`src/rtl/mux_scan_serializer.sv`:
```
// Drives the select lines of an external 8:1 multiplexer through all eight inputs,
// assembles the sampled bits into a byte and offers it on a valid/ready output.
module mux_scan_serializer #(
   parameter bit AUTO_RESTART = 1'b0
) (
   input  logic       clk,
   input  logic       reset,
   input  logic       start,
   input  logic       y_in,
   output logic       s2,
   output logic       s1,
   output logic       s0,
   output logic [7:0] data_out,
   output logic       out_valid,
   input  logic       out_ready,
   output logic       busy
);

   localparam int unsigned W  = 8;
   localparam int unsigned IW = 3;

   typedef enum logic [1:0] {IDLE, SCAN, HOLD} state_t;

   state_t          state_q, state_d;
   logic [IW-1:0]   idx_q, idx_d;
   logic [IW-1:0]   sel_q, sel_d;
   logic [W-1:0]    cap_q, cap_d;
   logic [W-1:0]    data_q, data_d;
   logic            valid_q, valid_d;
   logic            busy_q, busy_d;

   // Next-state, capture and output-register inputs
   always_comb begin
      state_d = state_q;
      idx_d   = idx_q;
      cap_d   = cap_q;
      data_d  = data_q;
      valid_d = valid_q;
      case (state_q)
         IDLE: begin
            if (start || AUTO_RESTART) begin
               state_d = SCAN;
               idx_d   = '0;
            end
         end
         SCAN: begin
            cap_d[idx_q] = y_in;
            idx_d        = idx_q + IW'(1);
            if (idx_q == IW'(W - 1)) begin
               // last bit goes straight into the output word via cap_d
               state_d = HOLD;
               data_d  = cap_d;
               valid_d = 1'b1;
               idx_d   = '0;
            end
         end
         HOLD: begin
            if (out_ready) begin
               valid_d = 1'b0;
               idx_d   = '0;
               state_d = (start || AUTO_RESTART) ? SCAN : IDLE;
            end
         end
         default: begin
            state_d = IDLE;
            idx_d   = '0;
         end
      endcase
      // selects follow the scan index only while scanning
      sel_d  = (state_d == SCAN) ? idx_d : '0;
      busy_d = (state_d != IDLE);
   end

   always_ff @(posedge clk) begin
      if (reset) begin
         state_q <= IDLE;
         idx_q   <= '0;
         sel_q   <= '0;
         cap_q   <= '0;
         data_q  <= '0;
         valid_q <= 1'b0;
         busy_q  <= 1'b0;
      end else begin
         state_q <= state_d;
         idx_q   <= idx_d;
         sel_q   <= sel_d;
         cap_q   <= cap_d;
         data_q  <= data_d;
         valid_q <= valid_d;
         busy_q  <= busy_d;
      end
   end

   // idx bit 0 drives s2 so that idx k selects mux input k
   assign s2        = sel_q[0];
   assign s1        = sel_q[1];
   assign s0        = sel_q[2];
   assign data_out  = data_q;
   assign out_valid = valid_q;
   assign busy      = busy_q;

endmodule

```
`config.mk`:
```
export PLATFORM = sky130hd
export DESIGN_NAME = mux_scan_serializer
export DESIGN_NICKNAME = d
export VERILOG_FILES = /design/src/rtl/mux_scan_serializer.sv
export SDC_FILE = /design/constraint.sdc
export NUM_CORES = 1
export LEC_CHECK = 0
export CAP_MARGIN = 0
export CORE_MARGIN = 3
export CORE_UTILIZATION = 45
export DETAILED_ROUTE_END_ITERATION = 12
export MAX_ROUTING_LAYER = met4
export PLACE_DENSITY = 0.68
export SLEW_MARGIN = 20
export SYNTH_ARGS = -nofsm -noshare
export SYNTH_HDL_FRONTEND = slang
export SYNTH_SLANG_ARGS = --single-unit
```
`constraint.sdc`:
```
create_clock -name clk -period 2.7 [get_ports clk]
set_input_delay 0.27 -clock clk [delete_from_list [all_inputs] [get_ports clk]]
set_output_delay 0.27 -clock clk [all_outputs]
set_load 0.01 [all_outputs]
```
* Word level (Yosys, flattened, before mapping)
Cells that the tools add are included. W data, S select, Z words.
Operators by class: reduce and logical (&&, ||, !) cells 7, muxes and demuxes 15, $add $sub $neg 1, magnitude comparators 2, equality and inequality tests 6, bitwise operators 1
Operators with widths (number):
- $mux W3 | 3
- $pmux W3 S3 | 1
- $bwmux W8 | 1
- $mux W2 | 3
- $pmux W2 S3 | 1
- $eq A2 B1 Y1 const B | 2
- $lt A3 B4 Y1 const B | 1
- $mux W1 | 4
- $ne A2 B2 Y1 const B | 2
- $reduce_bool A2 Y1 | 2
- $add A3 B1 Y3 const B | 1
- $demux W1 S3 | 1
- $eq A3 B3 Y1 const B | 1
- $ge A3 B1 Y1 const B | 1
- $reduce_and A3 Y1 | 1
- $eq A2 B2 Y1 const B | 1
- $logic_not A2 Y1 | 1
- $pmux W1 S2 | 1
- $reduce_and A2 Y1 | 1
- $reduce_or A2 Y1 | 1
- $logic_and A1 B1 Y1 | 1
- $not A1 Y1 | 1
Word-level totals: word-level logic and storage cells 39, output and inout port bits 13, register bits after elaboration 26

* Logic depth before layout (Yosys ltp)
word-level depth 6, mapped depth 7

* Least setup slack after synthesis
OpenSTA, ideal clock, no wires.
kind reg2reg, start point reg idx_q[0], end point reg busy_q, in the netlist busy, data required time 2563 ps, cell stages (with the launch flop) 8, data arrival time 1407 ps, path slack 1156 ps, path through dfxtp_1 -> ha_1 -> ha_1 -> and3b_1 -> buf_4 -> buf_6 -> nor2_1 -> o211ai_1
Between the ends: cells in the longest elaborated chain, start to end 4
Ends and longest elaborated chain:
- start, declared | line 25 | logic [IW-1:0] idx_q, idx_d;
- start signal, assigned | line 85 | idx_q <= idx_d;
- $eq A3 B3 Y1 | line 49 | if (idx_q == IW'(W - 1)) begin
- $mux W2 | line 49
- $pmux W2 S3 | line 39 | case (state_q)
- $reduce_bool A2 Y1 | line 71 | busy_d = (state_d != IDLE);
- end signal, assigned | line 90 | busy_q <= busy_d;
- end, declared | line 30 | logic busy_q, busy_d;
No other way between the ends. A chain may end at the register's enable or synchronous reset.

* Worst setup path after layout
start point reg idx_q[0], end point reg data_q[6], in the netlist data_out[6]
Between the ends: cells in the longest elaborated chain, start to end 5
Ends and longest elaborated chain:
- $lt A3 B4 Y1 (implied by the code) / $ge A3 B1 Y1 (equally long branches) | line 47 | cap_d[idx_q] = y_in;
- $logic_and A1 B1 Y1 (implied by the code) | line 47
- $mux W1 (implied by the code) | line 47
- $demux W1 S3 | line 47
- $bwmux W8 | line 47
- end signal, assigned | line 88 | data_q <= data_d;
- end, declared | line 28 | logic [W-1:0] data_q, data_d;
Several ways; a longest one is shown, not always the timed one.

==> qor.json <==
{
  "critical_path": {
    "critPathLaunchType": "flip-flop",
    "critical_path_class": "flip-flop to flip-flop",
    "crit_chain": "ha_1 > ha_1 > and3b_1 > nor2_1 > a311oi_1",
    "crit_path_frequent_cell": "sky130_fd_sc_hd__ha_1",
    "cp_data_required_time_ns": 2.92,
    "crit_path_end_kind": "flip-flop",
    "worstPathMaxFanout": 17,
    "max_stage_delay_ns": 0.67,
    "crit_path_top_delay_cell": "sky130_fd_sc_hd__dfxtp_1",
    "worstPathArrival_ns": 2.32,
    "reg2reg_depth": 5
  },
  "timing": {
    "finalHoldViolations": 0,
    "timing.final.max_slew_violations": 0,
    "timing.final.setup_violations": 0,
    "aggregate_negative_setup_slack_ns": 0,
    "timing.final.crit_period_ns": 2.10,
    "relative_slew_slack_pct": 59.2,
    "worst_clock_skew_ns": 0.00309,
    "rsz0062_at_grt": "false",
    "minimum_hold_slack_ns": 0.489,
    "final_min_period_over_clock_period_pct": 77.8,
    "worst_pin_slew_ns": 0.611,
    "fmax_ghz": 0.476
  },
  "flow_run": {
    "timing.max_cap.violations": 0
  },
  "detailed_routing": {
    "detailroute.via_count": 963,
    "finalWirelength_microns": 2370,
    "drt-wirelength-per-cell_microns": 13.4,
    "drt-vias-per-instance": 5.47,
    "ant_nets": 0,
    "remaining_drc_errors": 0,
    "dr.pass1.iters": 4,
    "number_of_drc_violations_after_detailed_routing_iteration_0": 45
  },
  "clock_network": {
    "cts_resized": 0,
    "cts_buffer_depth": 2,
    "cts_tree": "done",
    "cts_buffers": 3,
    "htree_levels": 1,
    "latest_clock_arrival_within_the_worst_skew_pair_ns": 0.31,
    "master_cell_of_the_clock_root_buffer": "sky130_fd_sc_hd__clkbuf_4",
    "ctsHoldBuffers": 0,
    "post-cts-setup-buffer-count": 0,
    "cts.sinks": 26,
    "clkSlewWorstSetupHoldPaths_ns": 0.14
  },
  "die": {
    "row_count": 18,
    "io_pins": 18,
    "floorplan.core_area_sq_um": 2570,
    "die-width_microns": 58.8,
    "die_area_sq_um": 3460,
    "floorplan_die_height_microns": 58.8,
    "floorplan.initialDensity_pct": 48.8
  },
  "place": {
    "post-place-cells": 173,
    "half_perimeter_wire_length_after_placement_microns": 1760,
    "gp_congestion": 0.814,
    "placement.io_buffers": 17
  },
  "layout": {
    "syn_to_final_growth_pct": 13.6,
    "n_diodes": 0,
    "post-route-util_pct": 55.5,
    "share_of_post_route_cells_with_drive_strength_above_1_pct": 7.53,
    "fin_nets": 155,
    "layout_cells_excl_fill": 176
  },
  "global_routing": {
    "antenna_found_initial": 0,
    "grtUsageTotal_pct": 15.7,
    "grt_start_max_net_pins": 19,
    "grt_pass1_wl_microns": 4110,
    "overflow": 0,
    "vias_in_the_first_global_route": 855
  },
  "pwr": {
    "vdd_drop_max_uv": 291,
    "power.static_leakage_uw": 0.000540,
    "power-per-cell-area_nw_per_um2": 453,
    "design_power_total_uw": 645
  },
  "synth": {
    "netlist_area_sq_um": 1250,
    "yosysWarningCount": 0,
    "synth.avg_cell_area_sq_um": 9.29,
    "synth_cell_type_count": 33,
    "synth.net_count": 142,
    "synth-seq-area-share_pct": 41.5,
    "yosys_register_bits": 26,
    "synthesis.instances": 135
  },
  "min_path": {
    "min_path_type": "flip-flop to flip-flop",
    "hold_depth": 2
  },
  "outcome": {
    "run_status": "finished, final reports clean"
  }
}
-- layout by cell type (no fill, tap or decap) --
| master | n |
|---|---|
| sky130_fd_sc_hd__a211oi_1 | 1 |
| sky130_fd_sc_hd__a211oi_2 | 1 |
| sky130_fd_sc_hd__a21bo_2 | 3 |
| sky130_fd_sc_hd__a21oi_1 | 3 |
| sky130_fd_sc_hd__a221oi_1 | 2 |
| sky130_fd_sc_hd__a22oi_1 | 1 |
| sky130_fd_sc_hd__a2bb2oi_1 | 1 |
| sky130_fd_sc_hd__a311oi_1 | 7 |
| sky130_fd_sc_hd__and2b_1 | 1 |
| sky130_fd_sc_hd__and3b_1 | 2 |
| sky130_fd_sc_hd__buf_4 | 1 |
| sky130_fd_sc_hd__clkbuf_4 | 3 |
| sky130_fd_sc_hd__clkdlybuf4s50_1 | 17 |
| sky130_fd_sc_hd__dfxtp_1 | 26 |
| sky130_fd_sc_hd__ha_1 | 2 |
| sky130_fd_sc_hd__inv_1 | 1 |
| sky130_fd_sc_hd__mux2i_1 | 10 |
| sky130_fd_sc_hd__nand2_1 | 12 |
| sky130_fd_sc_hd__nand2b_1 | 10 |
| sky130_fd_sc_hd__nand2b_4 | 1 |
| sky130_fd_sc_hd__nand3_1 | 7 |
| sky130_fd_sc_hd__nand3b_1 | 2 |
| sky130_fd_sc_hd__nor2_1 | 15 |
| sky130_fd_sc_hd__nor2b_1 | 5 |
| sky130_fd_sc_hd__nor3b_1 | 1 |
| sky130_fd_sc_hd__nor3b_2 | 1 |
| sky130_fd_sc_hd__nor4b_1 | 3 |
| sky130_fd_sc_hd__o211ai_1 | 1 |
| sky130_fd_sc_hd__o21ai_0 | 3 |
| sky130_fd_sc_hd__o21ai_1 | 1 |
| sky130_fd_sc_hd__o31ai_1 | 1 |
| sky130_fd_sc_hd__or3b_4 | 1 |
-- synth_stat cells --
cell                        count  share of area, %
sky130_fd_sc_hd__a21oi_1        3               1.2
sky130_fd_sc_hd__clkbuf_1       2              0.60
sky130_fd_sc_hd__nor3b_2        1               1.0
sky130_fd_sc_hd__a221oi_1       2               1.4
sky130_fd_sc_hd__mux2i_1       10               8.0
sky130_fd_sc_hd__o31ai_1        1              0.60
sky130_fd_sc_hd__ha_1           2               2.0
sky130_fd_sc_hd__nor2_1        15               4.5
sky130_fd_sc_hd__buf_4          3               1.8
sky130_fd_sc_hd__a311oi_1       7               4.9
sky130_fd_sc_hd__buf_6          2               1.8
sky130_fd_sc_hd__nand2b_1      10               5.0
sky130_fd_sc_hd__a21bo_2        3               2.4
sky130_fd_sc_hd__nand2b_4       1               1.1
sky130_fd_sc_hd__and2b_1        1              0.60
sky130_fd_sc_hd__or3b_4         1              0.90
sky130_fd_sc_hd__o211ai_1       1              0.60
sky130_fd_sc_hd__buf_2          3               1.2
sky130_fd_sc_hd__nor4b_1        3               2.1
sky130_fd_sc_hd__a2bb2oi_1      1              0.70
sky130_fd_sc_hd__a211oi_1       1              0.60
sky130_fd_sc_hd__nand3_1        7               2.8
sky130_fd_sc_hd__and3b_1        2               1.4
sky130_fd_sc_hd__o21ai_0        3               1.2
sky130_fd_sc_hd__nor2b_1        5               2.5
sky130_fd_sc_hd__inv_1          1              0.30
sky130_fd_sc_hd__dfxtp_1       26                42
sky130_fd_sc_hd__a22oi_1        1              0.60
sky130_fd_sc_hd__nor3b_1        1              0.60
sky130_fd_sc_hd__a211oi_2       1               1.0
sky130_fd_sc_hd__o21ai_1        1              0.40
sky130_fd_sc_hd__nand2_1       12               3.6
sky130_fd_sc_hd__nand3b_1       2               1.2
-- worst max-delay path: cells and delay by family (launching register included) --
family	cells	cell delay [ns]
adder cells (fa/ha/maj)	2	0.45
flip-flops	1	0.67
AO/OA/AOI/OAI	1	0.28
AND/OR/NAND/NOR	2	0.61
-- state kept, by name, indices dropped and copies added, names as in the netlist --
name       cells
out_valid      1
cap_q          8
idx_q          3
busy           1
sel_q          3
data_out       8
state_q        2
-- cell type report --
class	count	area [sq um]
Fill cell	228	1140
Multi-Input combinational cell	98	662
Sequential cell	26	520
Timing Repair Buffer	18	178
Tap cell	30	37.5
Clock buffer	3	22.5
Inverter	1	3.75
-- routing by layer --
metal | up-vias | wire length (microns) | GRT usage, % | share of wire, %
met5 | - | 0 | - | 0
met4 | 0 | 19 | 3.88 | 0.80
met3 | 2 | 100 | 2.63 | 4.2
met2 | 24 | 1040 | 22.4 | 44
met1 | 437 | 1210 | 22.9 | 51
li1 | 500 | - | - | -
-- metrics by stage --
| step | area [sq um] | worst slack, ns |
|---|---|---|
| floorplan | 1250 | 1.16 |
| global placement | 1400 | 0.759 |
| detailed placement | 1400 | 0.650 |
| CTS | 1420 | 0.609 |
| global route | 1420 | 0.349 |
| finish | 1420 | 0.598 |
-- report_power, final --
group	leakage, uW	internal (uW)	total, uW	switching (uW)
registers	0.000211	394	411	17.4
clock network	0.0000138	52.1	164	112
logic	0.000315	35.9	70.1	34.2
total	0.000540	482	645	164
-- cell families (layout without fill, tap and decap cells) --
logic type,Yosys count,count (layout),share of synthesized area (%)
buffers and inverters,11,22,5.69
and+or+nand+nor,61,61,27.2
AOI/OAI and AO/OA,25,25,15.6
muxes,10,10,7.98
adders and majority gates,2,2,2.00
DFF,26,26,41.5
-- final timing paths --
check / from / slack [ns] / end
setup / recovery: idx_q[0] / 0.60 / data_out[6]
hold / removal: cap_q[7] / 0.49 / cap_q[7]
setup reg to reg: idx_q[0] / 0.60 / data_out[6]
hold reg to reg: cap_q[7] / 0.49 / cap_q[7]
Note: power is estimated with default switching activity, not from simulation.
